## src/rtl/i2c_seq_pkg.sv

```systemverilog
// Shared definitions for the table-driven I2C register initialiser.
//   - Op-code constants for the command table.
//   - Field offsets inside one 25-bit table entry:
//       {op[1:0], chip_addr[6:0], reg_addr[7:0], data[7:0]}
//     A DELAY entry reuses {reg_addr, data} as a 16-bit tick count.
//   - Sequencer state encoding.
package i2c_seq_pkg;

    localparam int ENTRY_W  = 25;

    localparam int OP_MSB   = 24;
    localparam int OP_LSB   = 23;
    localparam int CHIP_MSB = 22;
    localparam int CHIP_LSB = 16;
    localparam int REG_MSB  = 15;
    localparam int REG_LSB  = 8;
    localparam int DATA_MSB = 7;
    localparam int DATA_LSB = 0;

    localparam logic [1:0] OP_WRITE        = 2'd0;
    localparam logic [1:0] OP_WRITE_VERIFY = 2'd1;
    localparam logic [1:0] OP_DELAY        = 2'd2;
    localparam logic [1:0] OP_END          = 2'd3;

    typedef enum logic [3:0] {
        ST_IDLE     = 4'd0,
        ST_FETCH    = 4'd1,
        ST_DECODE   = 4'd2,
        ST_ISSUE_WR = 4'd3,
        ST_WAIT_WR  = 4'd4,
        ST_ISSUE_RD = 4'd5,
        ST_WAIT_RD  = 4'd6,
        ST_RETRY    = 4'd7,
        ST_DELAY    = 4'd8,
        ST_NEXT     = 4'd9,
        ST_DONE     = 4'd10,
        ST_ERROR    = 4'd11
    } seq_state_t;

    // Tick count carried by a DELAY entry.
    function automatic logic [15:0] entry_ticks(input logic [ENTRY_W-1:0] entry);
        return entry[REG_MSB:DATA_LSB];
    endfunction

endpackage

```

## src/rtl/i2c_seq_delay.sv

```systemverilog
// Loadable 32-bit down-counter used for the DELAY op.
// Ports:
//   clk       system clock
//   reset     asynchronous, active-low reset
//   load      load load_val this cycle (has priority over en)
//   load_val  value to load
//   en        decrement by one while non-zero
//   zero      high while the count is zero
module i2c_seq_delay (
    input  logic        clk,
    input  logic        reset,
    input  logic        load,
    input  logic [31:0] load_val,
    input  logic        en,
    output logic        zero
);

    logic [31:0] count_reg;

    always_ff @(posedge clk or negedge reset) begin
        if (!reset) begin
            count_reg <= '0;
        end else if (load) begin
            count_reg <= load_val;
        end else if (en && (count_reg != 32'd0)) begin
            count_reg <= count_reg - 32'd1;
        end
    end

    assign zero = (count_reg == 32'd0);

endmodule

```

## src/rtl/i2c_reg_seq_init.sv

```systemverilog
// Table-driven I2C register initialiser. Walks a command table in an external
// synchronous ROM and issues write / write-verify requests to i2c_master,
// with timed delays, per-entry retry and failing-entry reporting.
// Ports:
//   clk, reset            clock; asynchronous active-low reset
//   start                 level, sampled in IDLE / DONE / ERROR
//   rom_addr, rom_data    table index out, entry in (1-cycle ROM latency)
//   chip_addr, reg_addr,
//   data_in               request fields to i2c_master
//   write_en, read_en     1-cycle request pulses
//   i2c_done, i2c_status,
//   i2c_data_out          completion pulse, status and read data from master
//   busy, done, error     sequencer status
//   fail_idx              entry index that exhausted its retries
module i2c_reg_seq_init
    import i2c_seq_pkg::*;
#(
    parameter int CMD_COUNT  = 64,
    parameter int IDX_W      = 6,
    parameter int MAX_RETRY  = 3,
    parameter int DELAY_UNIT = 1000,
    parameter int VERIFY_EN  = 1
) (
    input  logic               clk,
    input  logic               reset,
    input  logic               start,
    output logic [IDX_W-1:0]   rom_addr,
    input  logic [ENTRY_W-1:0] rom_data,
    output logic [6:0]         chip_addr,
    output logic [7:0]         reg_addr,
    output logic [7:0]         data_in,
    output logic               write_en,
    output logic               read_en,
    input  logic               i2c_done,
    input  logic [2:0]         i2c_status,
    input  logic [7:0]         i2c_data_out,
    output logic               busy,
    output logic               done,
    output logic               error,
    output logic [IDX_W-1:0]   fail_idx
);

    localparam int RETRY_W = $clog2(MAX_RETRY + 2);
    localparam logic [RETRY_W-1:0] MAX_RETRY_C = RETRY_W'(MAX_RETRY);
    localparam logic [IDX_W-1:0]   LAST_IDX    = IDX_W'(CMD_COUNT - 1);

    seq_state_t state_reg, state_next;

    logic [IDX_W-1:0]   rom_addr_reg;
    logic [IDX_W-1:0]   fail_idx_reg;
    logic [1:0]         op_reg;
    logic [6:0]         chip_addr_reg;
    logic [7:0]         reg_addr_reg;
    logic [7:0]         data_in_reg;
    logic [RETRY_W-1:0] retry_cnt_reg;

    logic [1:0]  rom_op;
    logic [15:0] rom_ticks;
    logic [31:0] delay_load_val;
    logic        delay_load;
    logic        delay_en;
    logic        delay_zero;
    logic        verify_op;

    assign rom_op    = rom_data[OP_MSB:OP_LSB];
    assign rom_ticks = entry_ticks(rom_data);

    // The DELAY state's own exit cycle counts as one clock, so the counter is
    // loaded one short: the state then lasts exactly ticks*DELAY_UNIT cycles.
    // Zero ticks never enters DELAY, so the wrap of this value is never used.
    assign delay_load_val = (32'(rom_ticks) * 32'(DELAY_UNIT)) - 32'd1;

    assign verify_op = (op_reg == OP_WRITE_VERIFY) && (VERIFY_EN != 0);

    i2c_seq_delay u_delay (
        .clk      (clk),
        .reset    (reset),
        .load     (delay_load),
        .load_val (delay_load_val),
        .en       (delay_en),
        .zero     (delay_zero)
    );

    // State register.
    always_ff @(posedge clk or negedge reset) begin
        if (!reset) begin
            state_reg <= ST_IDLE;
        end else begin
            state_reg <= state_next;
        end
    end

    // Next-state and request/status outputs.
    always_comb begin
        state_next = state_reg;
        write_en   = 1'b0;
        read_en    = 1'b0;
        delay_load = 1'b0;
        delay_en   = 1'b0;
        busy       = 1'b1;
        done       = 1'b0;
        error      = 1'b0;

        case (state_reg)
            ST_IDLE: begin
                busy = 1'b0;
                if (start) state_next = ST_FETCH;
            end
            ST_DONE: begin
                busy = 1'b0;
                done = 1'b1;
                if (start) state_next = ST_FETCH;
            end
            ST_ERROR: begin
                busy  = 1'b0;
                error = 1'b1;
                if (start) state_next = ST_FETCH;
            end
            ST_FETCH: begin
                state_next = ST_DECODE;
            end
            ST_DECODE: begin
                case (rom_op)
                    OP_WRITE, OP_WRITE_VERIFY: state_next = ST_ISSUE_WR;
                    OP_DELAY: begin
                        if (rom_ticks == 16'd0) begin
                            state_next = ST_NEXT;
                        end else begin
                            state_next = ST_DELAY;
                            delay_load = 1'b1;
                        end
                    end
                    default: state_next = ST_DONE;
                endcase
            end
            ST_ISSUE_WR: begin
                write_en   = 1'b1;
                state_next = ST_WAIT_WR;
            end
            ST_WAIT_WR: begin
                if (i2c_done) begin
                    if (i2c_status != 3'd0) begin
                        state_next = ST_RETRY;
                    end else if (verify_op) begin
                        state_next = ST_ISSUE_RD;
                    end else begin
                        state_next = ST_NEXT;
                    end
                end
            end
            ST_ISSUE_RD: begin
                read_en    = 1'b1;
                state_next = ST_WAIT_RD;
            end
            ST_WAIT_RD: begin
                if (i2c_done) begin
                    if ((i2c_status != 3'd0) || (i2c_data_out != data_in_reg)) begin
                        state_next = ST_RETRY;
                    end else begin
                        state_next = ST_NEXT;
                    end
                end
            end
            ST_RETRY: begin
                if (retry_cnt_reg < MAX_RETRY_C) begin
                    state_next = ST_ISSUE_WR;
                end else begin
                    state_next = ST_ERROR;
                end
            end
            ST_DELAY: begin
                delay_en = 1'b1;
                if (delay_zero) state_next = ST_NEXT;
            end
            ST_NEXT: begin
                if (rom_addr_reg == LAST_IDX) begin
                    state_next = ST_DONE;
                end else begin
                    state_next = ST_FETCH;
                end
            end
            default: begin
                state_next = ST_IDLE;
            end
        endcase
    end

    // Table index, latched entry, retry bookkeeping.
    always_ff @(posedge clk or negedge reset) begin
        if (!reset) begin
            rom_addr_reg  <= '0;
            fail_idx_reg  <= '0;
            op_reg        <= OP_WRITE;
            chip_addr_reg <= '0;
            reg_addr_reg  <= '0;
            data_in_reg   <= '0;
            retry_cnt_reg <= '0;
        end else begin
            case (state_reg)
                ST_IDLE, ST_DONE, ST_ERROR: begin
                    if (start) begin
                        rom_addr_reg <= '0;
                        fail_idx_reg <= '0;
                    end
                end
                ST_DECODE: begin
                    op_reg        <= rom_op;
                    retry_cnt_reg <= '0;
                    // Only request-bearing entries update the master-facing
                    // fields; a DELAY entry's tick count never reaches the bus.
                    if ((rom_op == OP_WRITE) || (rom_op == OP_WRITE_VERIFY)) begin
                        chip_addr_reg <= rom_data[CHIP_MSB:CHIP_LSB];
                        reg_addr_reg  <= rom_data[REG_MSB:REG_LSB];
                        data_in_reg   <= rom_data[DATA_MSB:DATA_LSB];
                    end
                end
                ST_RETRY: begin
                    if (retry_cnt_reg < MAX_RETRY_C) begin
                        retry_cnt_reg <= retry_cnt_reg + RETRY_W'(1);
                    end else begin
                        fail_idx_reg <= rom_addr_reg;
                    end
                end
                ST_NEXT: begin
                    if (rom_addr_reg != LAST_IDX) begin
                        rom_addr_reg <= rom_addr_reg + IDX_W'(1);
                    end
                end
                default: begin
                end
            endcase
        end
    end

    assign rom_addr  = rom_addr_reg;
    assign fail_idx  = fail_idx_reg;
    assign chip_addr = chip_addr_reg;
    assign reg_addr  = reg_addr_reg;
    assign data_in   = data_in_reg;

endmodule

```

## config.mk

```make
export PLATFORM = sky130hd
export DESIGN_NAME = i2c_reg_seq_init
export DESIGN_NICKNAME = d
export VERILOG_FILES = /design/src/rtl/i2c_seq_pkg.sv /design/src/rtl/i2c_seq_delay.sv /design/src/rtl/i2c_reg_seq_init.sv
export SDC_FILE = /design/constraint.sdc
export NUM_CORES = 1
export LEC_CHECK = 0
export CAP_MARGIN = 30
export CORE_MARGIN = 8
export CORE_UTILIZATION = 30
export CTS_CLUSTER_SIZE = 20
export DETAILED_ROUTE_END_ITERATION = 6
export SYNTH_ARGS = -nofsm -noshare
export SYNTH_HDL_FRONTEND = slang
export SYNTH_SLANG_ARGS = --single-unit
```

## constraint.sdc

```tcl
create_clock -name clk -period 7.85 [get_ports clk]
set_input_delay 1.57 -clock clk [delete_from_list [all_inputs] [get_ports clk]]
set_output_delay 1.57 -clock clk [all_outputs]
set_load 0.005 [all_outputs]
```

==> impl_metrics.yaml <==
die:
  die_width_um: 172
  die_h_um: 172
  fp-row-count: 57
  core-area_mm2: 0.0241
  initial_utilization: 0.302
  dieArea_mm2: 0.0295
  io_pins: 80
clock_tree:
  clkTransAtPathRegs_ps: 70
  post_cts_buffers: 0
  numCtsBuffers: 9
  cts_hold_buffers: 0
  worstSkewPairLatency_ps: 350
  cts_tree: "yes"
  cts_max_path_buffers: 2
  htreeDepth: 3
  clock-root-buffer: "clkbuf_16"
  ctsResizeCount: 0
  cts.sinks: 76
cells_and_area:
  nets: 1043
  drive_above_1_share: 0.0640
  multiInputGateArea_mm2: 0.00494
  num-fill-cells: 2522
  final_cells: 1215
  largest_reg_flops: 32
  area_growth_pct: 19.4
  seq_area_mm2: 0.00190
  num_antenna_cells: 0
min_path:
  min-delay-start: "fail_idx[0]$_DFFE_PN0P_"
  min_path_cells: 2
  hold_end: "fail_idx[0]$_DFFE_PN0P_"
  holdCritPathClass: "reg2reg"
detailed_routing:
  wl_mm: 17.2
  dr_total_vias: 5881
  drt_iter0_drc: 356
  firstDrtPassIters: 5
  drc: 0
  ant_nets: 0
  detail_route.wl_per_cell_um: 14.2
  routed_via_density: 4.84
timing:
  finalSetupTns_ps: 0
  slew_headroom: 0.438
  clock_skew_ps: 8.03
  max_clock_freq_ghz: 0.144
  drv_slew: 0
  setup_viol: 0
  layout_min_cycle_time_ps: 6920
  tightest_slew_ps: 843
  whs_ps: 483
  rsz0062_at_grt: "false"
  hold_viol: 0
  post-route-period-util: 0.882
synth:
  syn_area_mm2: 0.00729
  synth-async-reset-ratio: 1.00
  synth_warnings: 0
  synth_area_leaders: "dfrtp_1 (26%), fa_1 (15%), ha_1 (11%)"
  synth_nets: 973
  ys_ff_latch: 76
  synth_edf_count: 0
  synth_top_cell_area_share: 0.261
  yosys-top-cells-count: "inv_1 (93), nand2_1 (87), dfrtp_1 (76), ha_1 (63), nor2_1 (61)"
  synth_ff_type: "dfrtp_1"
  yosysSeqAreaShare: 0.261
  synthCells: 816
  syn_area_per_cell_um2: 8.93
  yosysMostFrequentCell: "inv_1"
  yosys.area.top_type: "dfrtp_1"
  ys_types: 57
pwr:
  pwr_density_cell_mw_per_mm2: 379
  peakVddDrop_mv: 0.180
  power_mw: 3.29
  leakage_nw: 3.77
critical_path:
  required_ps: 8110
  r2r_start: "state_reg[2]$_DFFE_PN0P_"
  setup.worst_path.class: "in2reg"
  arrival_ps: 7190
  endpoint_kind: "flop"
  startpoint_type: "input pin"
  crit_fanout: 8
  r2r_slack_ps: 4620
  r2r_end: "u_delay.count_reg[21]$_DFFE_PN0P_"
  r2r_cells: 9
grt:
  antenna_found_initial: 0
  grt_util_all_layers: 0.119
  grt_start_max_net_pins: 63
  gr-total-overflow: 0
  grt_pass1_vias: 5821
  grt_pass1_wl_mm: 28.8
placement:
  hpwl_mm: 13.8
  place_congestion: 0.871
  portBuffers: 79
  dp.cells: 1199
outcome:
  status: "finished clean"
job:
  maxCapViolations: 0
report_power, final:
group / switching, mW / total (mW) / internal (mW)
Clock: 0.182 / 0.407 / 0.224
Sequential: 0.151 / 0.695 / 0.544
Combinational: 1.23 / 2.19 / 0.965
how the worst max path moves through the flow:
| stage | startpoint | end | slack (ps) | cells after the start |
|---|---|---|---|---|
| final | rom_data[1] | u_delay.count_reg[26]$_DFFE_PN0P_ | 930 | 17 |
| after global routing | rom_data[1] | u_delay.count_reg[31]$_DFFE_PN0P_ | 530 | 17 |
| after CTS | rom_data[1] | u_delay.count_reg[26]$_DFFE_PN0P_ | 960 | 17 |
| after detailed placement | rom_data[1] | u_delay.count_reg[26]$_DFFE_PN0P_ | 590 | 17 |
| after global placement | rom_data[1] | u_delay.count_reg[26]$_DFFE_PN0P_ | 730 | 17 |
| after floorplan | rom_data[6] | u_delay.count_reg[31]$_DFFE_PN0P_ | 1650 | 17 |
worst max-delay path, stage by stage:
cell and delay (ps):
clkdlybuf4s50_1 640, inv_1 160, fa_1 580, fa_1 440, fa_1 490, fa_1 510, inv_1 40, ha_1 390
a21oi_1 240, o211a_1 220, o21ai_1 130, or3_1 370, a21boi_0 400, and4_1 330, nand4_1 110, or3_1 420
o21ai_0 120
placed cells by master (no fill, tap or decap), types with 15 or more instances in the layout:
master / count
inv_1: 93
nand2_1: 87
clkdlybuf4s50_1: 78
dfrtp_1: 76
ha_1: 63
nor2_1: 60
o21ai_0: 54
fa_1: 54
xor2_1: 39
a21oi_1: 36
xnor2_1: 27
nand3_1: 25
mux2_2: 23
nor3_1: 19
or3_1: 15
per-layer routing:
metal,share of wire,track usage
met3,0.055,0.0313
met1,0.48,0.158
met5,0,0
met4,0.0096,0.0244
met2,0.46,0.194
area by class of cell:
| cell class | count | area share |
|---|---|---|
| multi-input combinational | 622 | 0.568 |
| sequential | 76 | 0.218 |
| tap | 324 | 0.0466 |
| inverter | 93 | 0.0401 |
| clock buffer | 11 | 0.0279 |
| clock inverter | 5 | 0.00402 |
| timing repair buffer | 84 | 0.0949 |
per-stage QoR:
| step | area, um^2 | worst slack, ps | util |
|---|---|---|---|
| finish | 8700 | 927 | 0.361 |
| CTS | 8700 | 956 | 0.361 |
| detailed placement | 8430 | 590 | 0.350 |
| global placement | 8430 | 733 | 0.350 |
| global route | 8700 | 529 | 0.361 |
| floorplan | 7290 | 1650 | - |
cell families after synthesis:
kind of cell,after synthesis,share of synthesized area
simple gates,269,0.181
compound gates,143,0.119
buf+inv,118,0.0616
fa+ha+maj,117,0.256
flops,76,0.261
xor+xnor,66,0.0793
mux,27,0.0410
Note: power is estimated with default switching activity, not from simulation.
